<file path="src/rtl/imem_loader.sv">
// Byte-stream instruction-memory loader: reads a little-endian word count, then
// assembles and writes N 32-bit words starting at BASE_ADDR, holding the CPU until done.

module imem_loader_lane (
  input  logic       clk,
  input  logic       rst,
  input  logic       we,
  input  logic [7:0] d,
  output logic [7:0] q
);
  always_ff @(posedge clk) begin
    if (rst)     q <= 8'h00;
    else if (we) q <= d;
  end
endmodule

module imem_loader #(
  parameter int          DEPTH_BYTES = 64,
  parameter logic [31:0] BASE_ADDR   = 32'h0
) (
  input  logic        clk,
  input  logic        rst,
  input  logic        start,
  input  logic        byte_valid,
  input  logic [7:0]  byte_data,
  output logic        byte_ready,
  output logic        mem_we,
  output logic [31:0] mem_addr,
  output logic [31:0] mem_wdata,
  output logic        busy,
  output logic        done,
  output logic        error,
  output logic        cpu_hold
);
  localparam int         NUM_LANES = 4;
  localparam logic [16:0] MAX_WORDS = 17'(DEPTH_BYTES / 4);

  typedef enum logic [2:0] {
    S_IDLE, S_LEN_LO, S_LEN_HI, S_DATA, S_WRITE, S_DONE, S_ERR
  } state_t;

  state_t                        state, state_nxt;
  logic [7:0]                    len_lo;
  logic [15:0]                   len_full;
  logic [15:0]                   words_left;
  logic [31:0]                   addr;
  logic [1:0]                    idx;
  logic                          xfer;
  logic [NUM_LANES-1:0]          lane_we;
  logic [NUM_LANES-1:0][7:0]     word;

  assign xfer     = byte_valid && byte_ready;
  assign len_full = {byte_data, len_lo};

  // state register
  always_ff @(posedge clk) begin
    if (rst) state <= S_IDLE;
    else     state <= state_nxt;
  end

  // next-state logic
  always_comb begin
    state_nxt = state;
    case (state)
      S_IDLE, S_DONE, S_ERR:
        if (start) state_nxt = S_LEN_LO;
      S_LEN_LO:
        if (xfer) state_nxt = S_LEN_HI;
      S_LEN_HI:
        if (xfer) begin
          if (len_full == 16'd0)                 state_nxt = S_DONE;
          else if ({1'b0, len_full} > MAX_WORDS) state_nxt = S_ERR;
          else                                   state_nxt = S_DATA;
        end
      S_DATA:
        if (xfer && idx == 2'd3) state_nxt = S_WRITE;
      S_WRITE:
        state_nxt = (words_left == 16'd1) ? S_DONE : S_DATA;
      default:
        state_nxt = S_IDLE;
    endcase
  end

  // outputs are purely a function of state
  always_comb begin
    byte_ready = 1'b0;
    mem_we     = 1'b0;
    busy       = 1'b0;
    done       = 1'b0;
    error      = 1'b0;
    cpu_hold   = 1'b1;
    case (state)
      S_LEN_LO, S_LEN_HI, S_DATA: begin
        byte_ready = 1'b1;
        busy       = 1'b1;
      end
      S_WRITE: begin
        mem_we = 1'b1;
        busy   = 1'b1;
      end
      S_DONE: begin
        done     = 1'b1;
        cpu_hold = 1'b0;
      end
      S_ERR:
        error = 1'b1;
      default: ;
    endcase
  end

  // length capture, address and word counters
  always_ff @(posedge clk) begin
    if (rst) begin
      len_lo     <= 8'h00;
      addr       <= 32'h0;
      idx        <= 2'd0;
      words_left <= 16'd0;
    end else begin
      case (state)
        S_LEN_LO:
          if (xfer) len_lo <= byte_data;
        S_LEN_HI:
          if (xfer) begin
            addr       <= BASE_ADDR;
            idx        <= 2'd0;
            words_left <= len_full;
          end
        S_DATA:
          if (xfer) idx <= idx + 2'd1;
        S_WRITE: begin
          words_left <= words_left - 16'd1;
          idx        <= 2'd0;
          // leave addr on the last word so it never points past the image
          if (words_left != 16'd1) addr <= addr + 32'd4;
        end
        default: ;
      endcase
    end
  end

  // one byte register per word lane; reset discards any partial word
  for (genvar g = 0; g < NUM_LANES; g++) begin : g_lane
    assign lane_we[g] = (state == S_DATA) && xfer && (idx == 2'(g));
    imem_loader_lane u_lane (
      .clk (clk),
      .rst (rst),
      .we  (lane_we[g]),
      .d   (byte_data),
      .q   (word[g])
    );
  end

  assign mem_addr  = addr;
  assign mem_wdata = word;

endmodule

</file>
<file path="config.mk">
export PLATFORM = sky130hd
export DESIGN_NAME = imem_loader
export DESIGN_NICKNAME = d
export VERILOG_FILES = /design/src/rtl/imem_loader.sv
export SDC_FILE = /design/constraint.sdc
export NUM_CORES = 1
export LEC_CHECK = 0
export BUFFER_PORTS_ARGS = -buffer_cell sky130_fd_sc_hd__buf_2
export CORE_MARGIN = 2
export CORE_UTILIZATION = 35
export CTS_CLUSTER_DIAMETER = 50
export DETAILED_ROUTE_END_ITERATION = 16
export PLACE_DENSITY = 0.61
export SYNTH_ARGS = -nofsm -noshare
export SYNTH_HDL_FRONTEND = slang
export SYNTH_SLANG_ARGS = --single-unit
</file>
<file path="constraint.sdc">
create_clock -name clk -period 2.77 [get_ports clk]
set_input_delay 0.277 -clock clk [delete_from_list [all_inputs] [get_ports clk]]
set_output_delay 0.277 -clock clk [all_outputs]
set_load 0.05 [all_outputs]
</file>
==> results of run 1 <==
==> area by class of cell <==
cell class | count | area [um2]
multi-input cells | 423 | 2467
clock inverters | 6 | 68.82
inverters | 13 | 48.80
clock buffers | 10 | 239.0
well taps | 172 | 215.2
flip-flops and latches | 91 | 1822
repair buffers | 94 | 508.0
fillers | 1313 | 7251
==> sequential cells by signal, summed over array words and instances, names as in the netlist <==
signal and flops:
g_lane.u_lane.q 32, idx 2, len_lo 8, mem_addr 30, state 3, words_left 16
==> cells by family after synthesis <==
| logic type | after synthesis | share of synthesized area, % |
|---|---|---|
| flip-flops | 91 | 40.30 |
| AO/OA/AOI/OAI | 161 | 22.17 |
| AND/OR/NAND/NOR | 244 | 28.56 |
| adder cells (fa/ha/maj) | 7 | 1.937 |
| XOR/XNOR | 9 | 1.744 |
| buffers and inverters | 50 | 5.203 |
| other | 1 | 0.08295 |
==> cells in the final DEF (no fill, tap or decap), drive strengths merged, types with 6 or more instances in the layout <==
master,Yosys,routed
a211oi,8,8
a21oi,82,82
and3,6,6
buf,14,94
clkbuf,23,10
dfxtp,91,91
ha,7,7
inv,13,16
nand2,80,80
nand3,50,50
nand4,11,11
nor2,31,31
nor3,6,6
nor4,9,9
o21ai,19,19
o31ai,16,16
or4,20,20
==> where the power goes <==
part	switching, mW	internal [mW]	leakage [nW]	total, mW
combinational	1.00	0.508	1.09	1.51
clock	0.558	0.733	0.150	1.29
sequential	0.106	1.42	0.735	1.52
total	1.67	2.66	1.98	4.32
==> routing by layer <==
layer | routed length [um] | share of wire (%)
met5 | 0 | 0
met4 | 140 | 1.1
met3 | 603 | 4.8
met2 | 5822 | 46
met1 | 5975 | 48
==> final timing paths <==
path | startpoint | to | slack [ns] | cells after the start
worst max register to register | words_left[1] | mem_addr[30] | 0.49 | 7
worst min-delay path | byte_data[0] | len_lo[0] | 0.27 | 3
worst min register to register | g_lane[3].u_lane.q[7] | g_lane[3].u_lane.q[7] | 0.46 | 2
worst max-delay path | state[2] | mem_we | 0.43 | 4
==> critical path: cells and delay by family (launching register included) <==
| family | cells | cell delay [ns] |
|---|---|---|
| buffers and inverters | 3 | 0.77 |
| AND/OR/NAND/NOR | 1 | 0.60 |
| flip-flops | 1 | 0.33 |
==> impl_metrics.csv, run 1 <==
group,metric,value,unit
routing,drt-wirelength-per-cell,15.50,um
global_route,grt_pass1_wl,20.61,mm
logic_synthesis,synth_cell_type_count,67,
logic_synthesis,netlist_top_cells_area,"dfxtp_1, a21oi_1, nand2_1",
timing,setup_violations,0,
timing,rsz0062_at_grt,"false",
logic_synthesis,synth_top_area_share,40.30,%
routing,drt_first_pass_iters,5,
setup_path,worstPathCellList,"or3b_1 -> inv_2 -> buf_4 -> buf_2",
routing,drc,0,
global_route,grt_overflow_total,0,
clock_network,clkTransAtPathRegs,0.07,ns
global_route,grt_max_degree,36,
logic_synthesis,synth-seq-cells,91,
setup_path,crit_fanout,28,
logic_synthesis,ys.flop_type,"dfxtp_1",
layout,final_area,5369,um2
setup_path,critPathCaptureType,"output pin",
die,die_width,117.7,um
die,core_area,12620,um2
logic_synthesis,avgSynthCellArea,8.029,um2
clock_network,clockBufferDepth,2,
setup_path,cp.arrival,2.06,ns
pwr,ir_drop,0.3042,mV
die,fp-row-count,41,
timing,layout_setup_ws,0.4338,ns
place,placed_cell_area,5061,um2
clock_network,ctsHtreeMaxLevel,3,
routing,routed_via_density,5.513,
logic_synthesis,ys_seq_area_share,40.30,%
setup_path,worstPathRequired,2.49,ns
clock_network,cts_num_sinks,91,
timing,holdWs,0.2674,ns
global_route,grt.busiest_layer,"met2",
logic_synthesis,synth.top_cells.by_count,"dfxtp_1, a21oi_1, nand2_1",
setup_path,critPathKind,"register to output pin",
job,maxCapViolations,0,
timing,tns,0,ns
global_route,grt_pass1_vias,4108,
die,initial_utilization,35.82,%
logic_synthesis,syn-cell-area,4521,um2
pwr,leakage,1.977,nW
die,die-area,13840,um2
routing,vias,4460,
layout,nets,651,
place,hpwl,8.714,mm
clock_network,root_buffer,"clkbuf_16",
clock_network,cts_hold_buffers,0,
logic_synthesis,synth-edff-count,0,
global_route,track_usage,18.18,%
place,io_buffer_count,79,
logic_synthesis,yosys_warnings,0,
timing,fmax,0.4280,GHz
clock_network,cts_tree,"yes",
pwr,total_power,4.323,mW
place,finalWeightedCongestion,0.8130,
timing,post-route-period-util,84.34,%
die,io_pins,82,
timing,drv_slew,0,
global_route,met1_usage,24.59,%
layout,antenna-diode-count,0,
logic_synthesis,syn_inst,563,
layout,fin_util,42.54,%
logic_synthesis,async_flop_share,0,%
place,detailedPlace.worstSlack,0.5496,ns
timing,layout_min_cycle_time,2.336,ns
outcome,status,"completed",
die,die_h,117.7,um
timing,worst_slew_pin_slew,0.7549,ns
routing,routed_wl,12.54,mm
timing,clock_skew,0.009720,ns
routing,postRouteAntennaNets,0,
routing,drt_iter0_drc,321,
setup_path,cpPeakStageDelay,0.60,ns
layout,instances_no_fill,809,
logic_synthesis,synth_top_area_cell,"dfxtp_1",
place,dp.cells,793,
global_route,use_met2,29.03,%
clock_network,post_cts_resize_count,0,
worst_hold_path,hold_class,"input pin to register",
timing,hold_viol,0,
setup_path,slowest_stage,"or3b_1",
clock_network,clk_latency,0.35,ns
timing,slew-limit-headroom,49.49,%
layout,drive_gt1_share,20.41,%
global_route,antenna_found_initial,0,
layout,area_delta_synth_final,18.77,%
clock_network,cts_buffers,9,
setup_path,cp-start-kind,"register",
global_route,grt_use_met3,4.264,%
pwr,power_density,805.2,nW/um2
clock_network,cts_setup_buffers,0,
logic_synthesis,yosysMostFrequentCell,"dfxtp_1",
Note: power is estimated with default switching activity, not from simulation.
==> inputs of run 2 (changes only) <==
clock period = 2.3 ns   (was 2.77 ns; I/O delays follow)
==> run 2 against run 1 <==
Effect of this change: first-iteration DRC count up 20%; register-to-register slack lost 0.30 ns; cell count up 0.37%; non-clock buffer count is 4 higher; global-route usage rose by 0.19 points; power grew 25%; critical path type unchanged; highest routed layer unchanged.
==> impl_metrics.csv, run 2 (synthesis results as in run 1) <==
group,metric,value,unit
die,initial_utilization,35.82,%
timing,tns,0,ns
outcome,status,"completed",
layout,drive_gt1_share,21.09,%
job,maxCapViolations,0,
layout,final_common_cell,"dfxtp_1",
clock_network,cts_buffers,9,
place,finalWeightedCongestion,0.8364,
timing,setup_violations,0,
setup_path,cp.arrival,1.91,ns
timing,worst_slew_pin_slew,0.6711,ns
clock_network,clockBufferDepth,2,
worst_hold_path,hold_class,"input pin to register",
die,die_width,117.7,um
die,core_area,12620,um2
setup_path,cpPeakStageDelay,0.54,ns
routing,drc,0,
routing,drt_first_pass_iters,5,
clock_network,cts_setup_buffers,0,
timing,slew-limit-headroom,55.26,%
routing,postRouteAntennaNets,0,
global_route,grt_pass1_vias,4225,
routing,drt-wirelength-per-cell,15.79,um
layout,final_area,5454,um2
timing,post-route-period-util,93.13,%
timing,drv_slew,0,
pwr,leakage,2.005,nW
routing,vias,4479,
global_route,grt_overflow_total,0,
timing,rsz0062_at_grt,"false",
die,io_pins,82,
setup_path,worstPathCellList,"or3b_1 -> inv_2 -> buf_4 -> buf_2",
clock_network,root_buffer,"clkbuf_16",
timing,clock_skew,0.006001,ns
global_route,grt_max_degree,64,
timing,hold_viol,0,
die,fp-row-count,41,
setup_path,reg2regPathDepth,6,
setup_path,critPathKind,"register to output pin",
layout,largest_reg_flops,32,
clock_network,cts_num_sinks,91,
global_route,antenna_found_initial,0,
setup_path,crit_fanout,22,
layout,area_delta_synth_final,20.65,%
place,hpwl,8.892,mm
setup_path,r2r_slack,0.19,ns
layout,nets,655,
layout,multi_input_area,2496,um2
clock_network,ctsHtreeMaxLevel,3,
setup_path,cp-start-kind,"register",
routing,routed_via_density,5.516,
clock_network,clkTransAtPathRegs,0.06,ns
timing,fmax,0.4669,GHz
routing,routed_wl,12.82,mm
place,io_buffer_count,79,
clock_network,clk_latency,0.34,ns
layout,regArea,1824,um2
worst_hold_path,hold_depth,3,
place,placed_cell_area,5094,um2
timing,layout_min_cycle_time,2.142,ns
routing,drt_iter0_drc,385,
setup_path,critPathCaptureType,"output pin",
global_route,grt_pass1_wl,20.85,mm
setup_path,r2r_start,"state[2]",
layout,fin_util,43.22,%
pwr,ir_drop,0.5122,mV
layout,fillers,1309,
die,die_h,117.7,um
clock_network,cts_tree,"yes",
worst_hold_path,holdCritStartpoint,"byte_data[4]",
layout,top_register,"g_lane.u_lane.q",
layout,layout_common_cells,"dfxtp_1, a21oi_1, nand2_1, buf_2, nand3_1",
setup_path,slowest_stage,"or3b_1",
worst_hold_path,hold_end,"len_lo[4]",
global_route,track_usage,18.37,%
pwr,power_density,991.3,nW/um2
layout,antenna-diode-count,0,
die,die-area,13840,um2
setup_path,worstPathRequired,2.07,ns
setup_path,r2r-end,"mem_addr[23]",
[run 2: how the worst max path moves through the flow]
stage	endpoint	depth (start not counted)	from
global route	mem_addr[25]	6	state[1]
global placement	mem_addr[30]	5	mem_addr[15]
detailed placement	mem_addr[30]	5	mem_addr[15]
finish	mem_we	4	state[0]
CTS	mem_addr[30]	5	mem_addr[15]
floorplan	mem_addr[30]	5	mem_addr[7]
[run 2: where the power goes]
| part | internal, mW | leakage [nW] | switching (mW) |
|---|---|---|---|
| Sequential | 1.71 | 0.736 | 0.137 |
| Clock | 1.06 | 0.160 | 0.612 |
| Combinational | 0.648 | 1.11 | 1.24 |
[run 2: routing by layer]
metal | part of all wire, % | GRT usage (%) | up-vias
li1 | - | - | 2206
met1 | 46 | 23.91 | 2120
met2 | 47 | 29.72 | 136
met3 | 4.9 | 4.312 | 17
met4 | 1.8 | 6.551 | 0
met5 | 0 | 0 | -
[run 2: final cells by class]
type | instances | area share (%)
clock inverter | 4 | 1.812
tap | 172 | 3.946
multi-input combinational | 423 | 45.77
sequential | 91 | 33.45
inverter | 13 | 0.8947
timing repair buffer | 98 | 9.865
clock buffer | 11 | 4.267
[run 2: worst max-delay path, delay by kind of cell (launching register included)]
kind / cells / cell delay, ns
DFF: 1 / 0.34
and+or+nand+nor: 1 / 0.54
buffers and inverters: 3 / 0.68
[run 2: through the flow]
step                      worst slack (ns)  power (mW)  cells  hold WS [ns]
final                               0.1580       5.406    812        0.2316
after detailed placement           0.09349       3.731    797        0.4433
after global placement             0.07546       3.699    797        0.4429
after floorplan                    0.01381       3.192    564        0.3660
after global routing               0.03530       5.737    812        0.2120
after CTS                          0.06640       5.409    812        0.2158
[run 2: repair_timing]
item / 4_1_cts / 5_1_grt
hold buffers: 0 / 0
gates resized for setup: 0 / 4
endpoints found under the setup margin: 0 / 11
==> inputs of run 3 (changes only) <==
RECOVER_POWER = 50   (was unset)
SLEW_MARGIN = 20   (was unset)
==> run 3 against run 2 <==
Effect of this change: clock skew hardly changed; sequential power barely moved; sequential cell count unchanged; via count up 0.63%; die area did not move; first-iteration DRC count decreased by 4.9%; critical path type unchanged; global-route usage unchanged; sequential share of layout area is 0.51 points higher; largest power group unchanged; utilization shrank 0.65 points; non-clock buffer count did not move; critical endpoint unchanged.
==> impl_metrics.csv, run 3 (synthesis results as in run 1) <==
group,metric,value,unit
outcome,status,"completed",
setup_path,worstPathRequired,2.07,ns
layout,layout_common_cells,"dfxtp_1, a21oi_1, nand2_1",
timing,slew-limit-headroom,54.97,%
clock_network,cts_buffers,9,
setup_path,cpPeakStageDelay,0.55,ns
routing,vias,4507,
routing,top_layer,"met4",
timing,layout_min_cycle_time,2.146,ns
timing,hold_viol,0,
worst_hold_path,hold_end,"len_lo[4]",
layout,antenna-diode-count,0,
global_route,grt_pass1_wl,20.85,mm
timing,layout_setup_ws,0.1538,ns
global_route,track_usage,18.37,%
global_route,antenna_found_initial,0,
timing,worst_slew_pin_slew,0.6755,ns
layout,drive_gt1_share,11.09,%
routing,drt-wirelength-per-cell,15.83,um
clock_network,cts_setup_buffers,0,
die,core_area,12620,um2
die,fp-row-count,41,
die,die-area,13840,um2
global_route,grt_pass1_vias,4225,
routing,drt_first_pass_iters,5,
setup_path,cp-start-kind,"register",
place,finalWeightedCongestion,0.8364,
clock_network,clkTransAtPathRegs,0.06,ns
setup_path,critPathCaptureType,"output pin",
routing,routed_via_density,5.550,
layout,largest_reg_flops,32,
routing,wl_met2,6.051,mm
timing,drv_slew,0,
layout,nets,655,
timing,fmax,0.4659,GHz
place,dp.cells,797,
global_route,grt_overflow_total,0,
clock_network,root_buffer,"clkbuf_16",
setup_path,reg2regPathDepth,6,
die,die_h,117.7,um
routing,met1Wirelength,5.878,mm
setup_path,cp.arrival,1.92,ns
clock_network,cts_tree,"yes",
place,io_buffer_count,79,
place,detailedPlace.worstSlack,0.09349,ns
timing,setup_violations,0,
setup_path,worstPathCellList,"or3b_1 -> inv_2 -> buf_4 -> buf_2",
setup_path,slowest_stage,"or3b_1",
timing,post-route-period-util,93.31,%
setup_path,r2r-end,"mem_addr[23]",
setup_path,crit_fanout,22,
routing,postRouteAntennaNets,0,
setup_path,cp_num_buf_inv,3,
layout,final_common_cell,"dfxtp_1",
setup_path,r2r_slack,0.19,ns
pwr,power_density,1005,nW/um2
setup_path,critPathKind,"register to output pin",
pwr,leakage,1.725,nW
routing,drc,0,
layout,top_register,"g_lane.u_lane.q",
clock_network,cts_num_sinks,91,
pwr,ir_drop,0.5110,mV
clock_network,ctsHtreeMaxLevel,3,
worst_hold_path,holdCritStartpoint,"byte_data[4]",
setup_path,cp_top_family,"buffers and inverters",
layout,instances_no_fill,812,
routing,wl_met3,707,um
clock_network,clk_latency,0.34,ns
timing,rsz0062_at_grt,"false",
place,hpwl,8.892,mm
timing,clock_skew,0.006321,ns
global_route,grt_max_degree,64,
clock_network,post_cts_resize_count,0,
die,initial_utilization,35.82,%
job,maxCapViolations,0,
worst_hold_path,hold_depth,3,
die,die_width,117.7,um
timing,tns,0,ns
setup_path,r2r_start,"state[2]",
timing,holdWs,0.2320,ns
die,io_pins,82,
clock_network,clockBufferDepth,2,
layout,fillers,1334,
layout,fin_util,42.56,%
clock_network,cts_hold_buffers,0,
worst_hold_path,hold_class,"input pin to register",
routing,drt_iter0_drc,366,
routing,routed_wl,12.86,mm
layout,area_delta_synth_final,18.82,%
==> run 3: worst max-delay path by stage <==
| stage | start | to | cells past startpoint |
|---|---|---|---|
| final | state[0] | mem_we | 4 |
| after global placement | mem_addr[15] | mem_addr[30] | 5 |
| after global routing | state[1] | mem_addr[25] | 6 |
| after floorplan | mem_addr[7] | mem_addr[30] | 5 |
| after CTS | mem_addr[15] | mem_addr[30] | 5 |
| after detailed placement | mem_addr[15] | mem_addr[30] | 5 |
==> run 3: worst register-to-register path: stages, from the launching register on <==
cell and delay, ns:
dfxtp_1 0.31, buf_4 0.18, nand4bb_1 0.41, nand2_8 0.30
nand3_4 0.18, or4_1 0.51, a21oi_1 0.16
==> run 3: cell type report <==
| class | count | area [um2] | share of cell area, % |
|---|---|---|---|
| repair buffers | 98 | 455.4 | 8.479 |
| multi-input cells | 423 | 2496 | 46.47 |
| well taps | 172 | 215.2 | 4.007 |
| inverters | 13 | 48.80 | 0.9085 |
| flip-flops and latches | 91 | 1824 | 33.96 |
| clock inverters | 4 | 98.84 | 1.840 |
| clock buffers | 11 | 232.7 | 4.333 |
==> run 3: power breakdown <==
group / internal (mW) / switching [mW]
combinational: 0.637 / 1.24
clock: 1.06 / 0.614
sequential: 1.71 / 0.137
total: 3.41 / 1.99
==> run 3: per-layer routing <==
layer  up-vias  global-route usage [%]
met1      2131                   23.91
met3        16                   4.312
met2       144                   29.72
met5         -                       0
li1       2216                       -
met4         0                   6.551
==> run 3: metrics by stage <==
stage	instance area (um2)	power, mW
detailed placement	5094	3.731
global route	5371	5.727
global placement	5094	3.699
CTS	5425	5.409
finish	5371	5.397
floorplan	4527	3.192
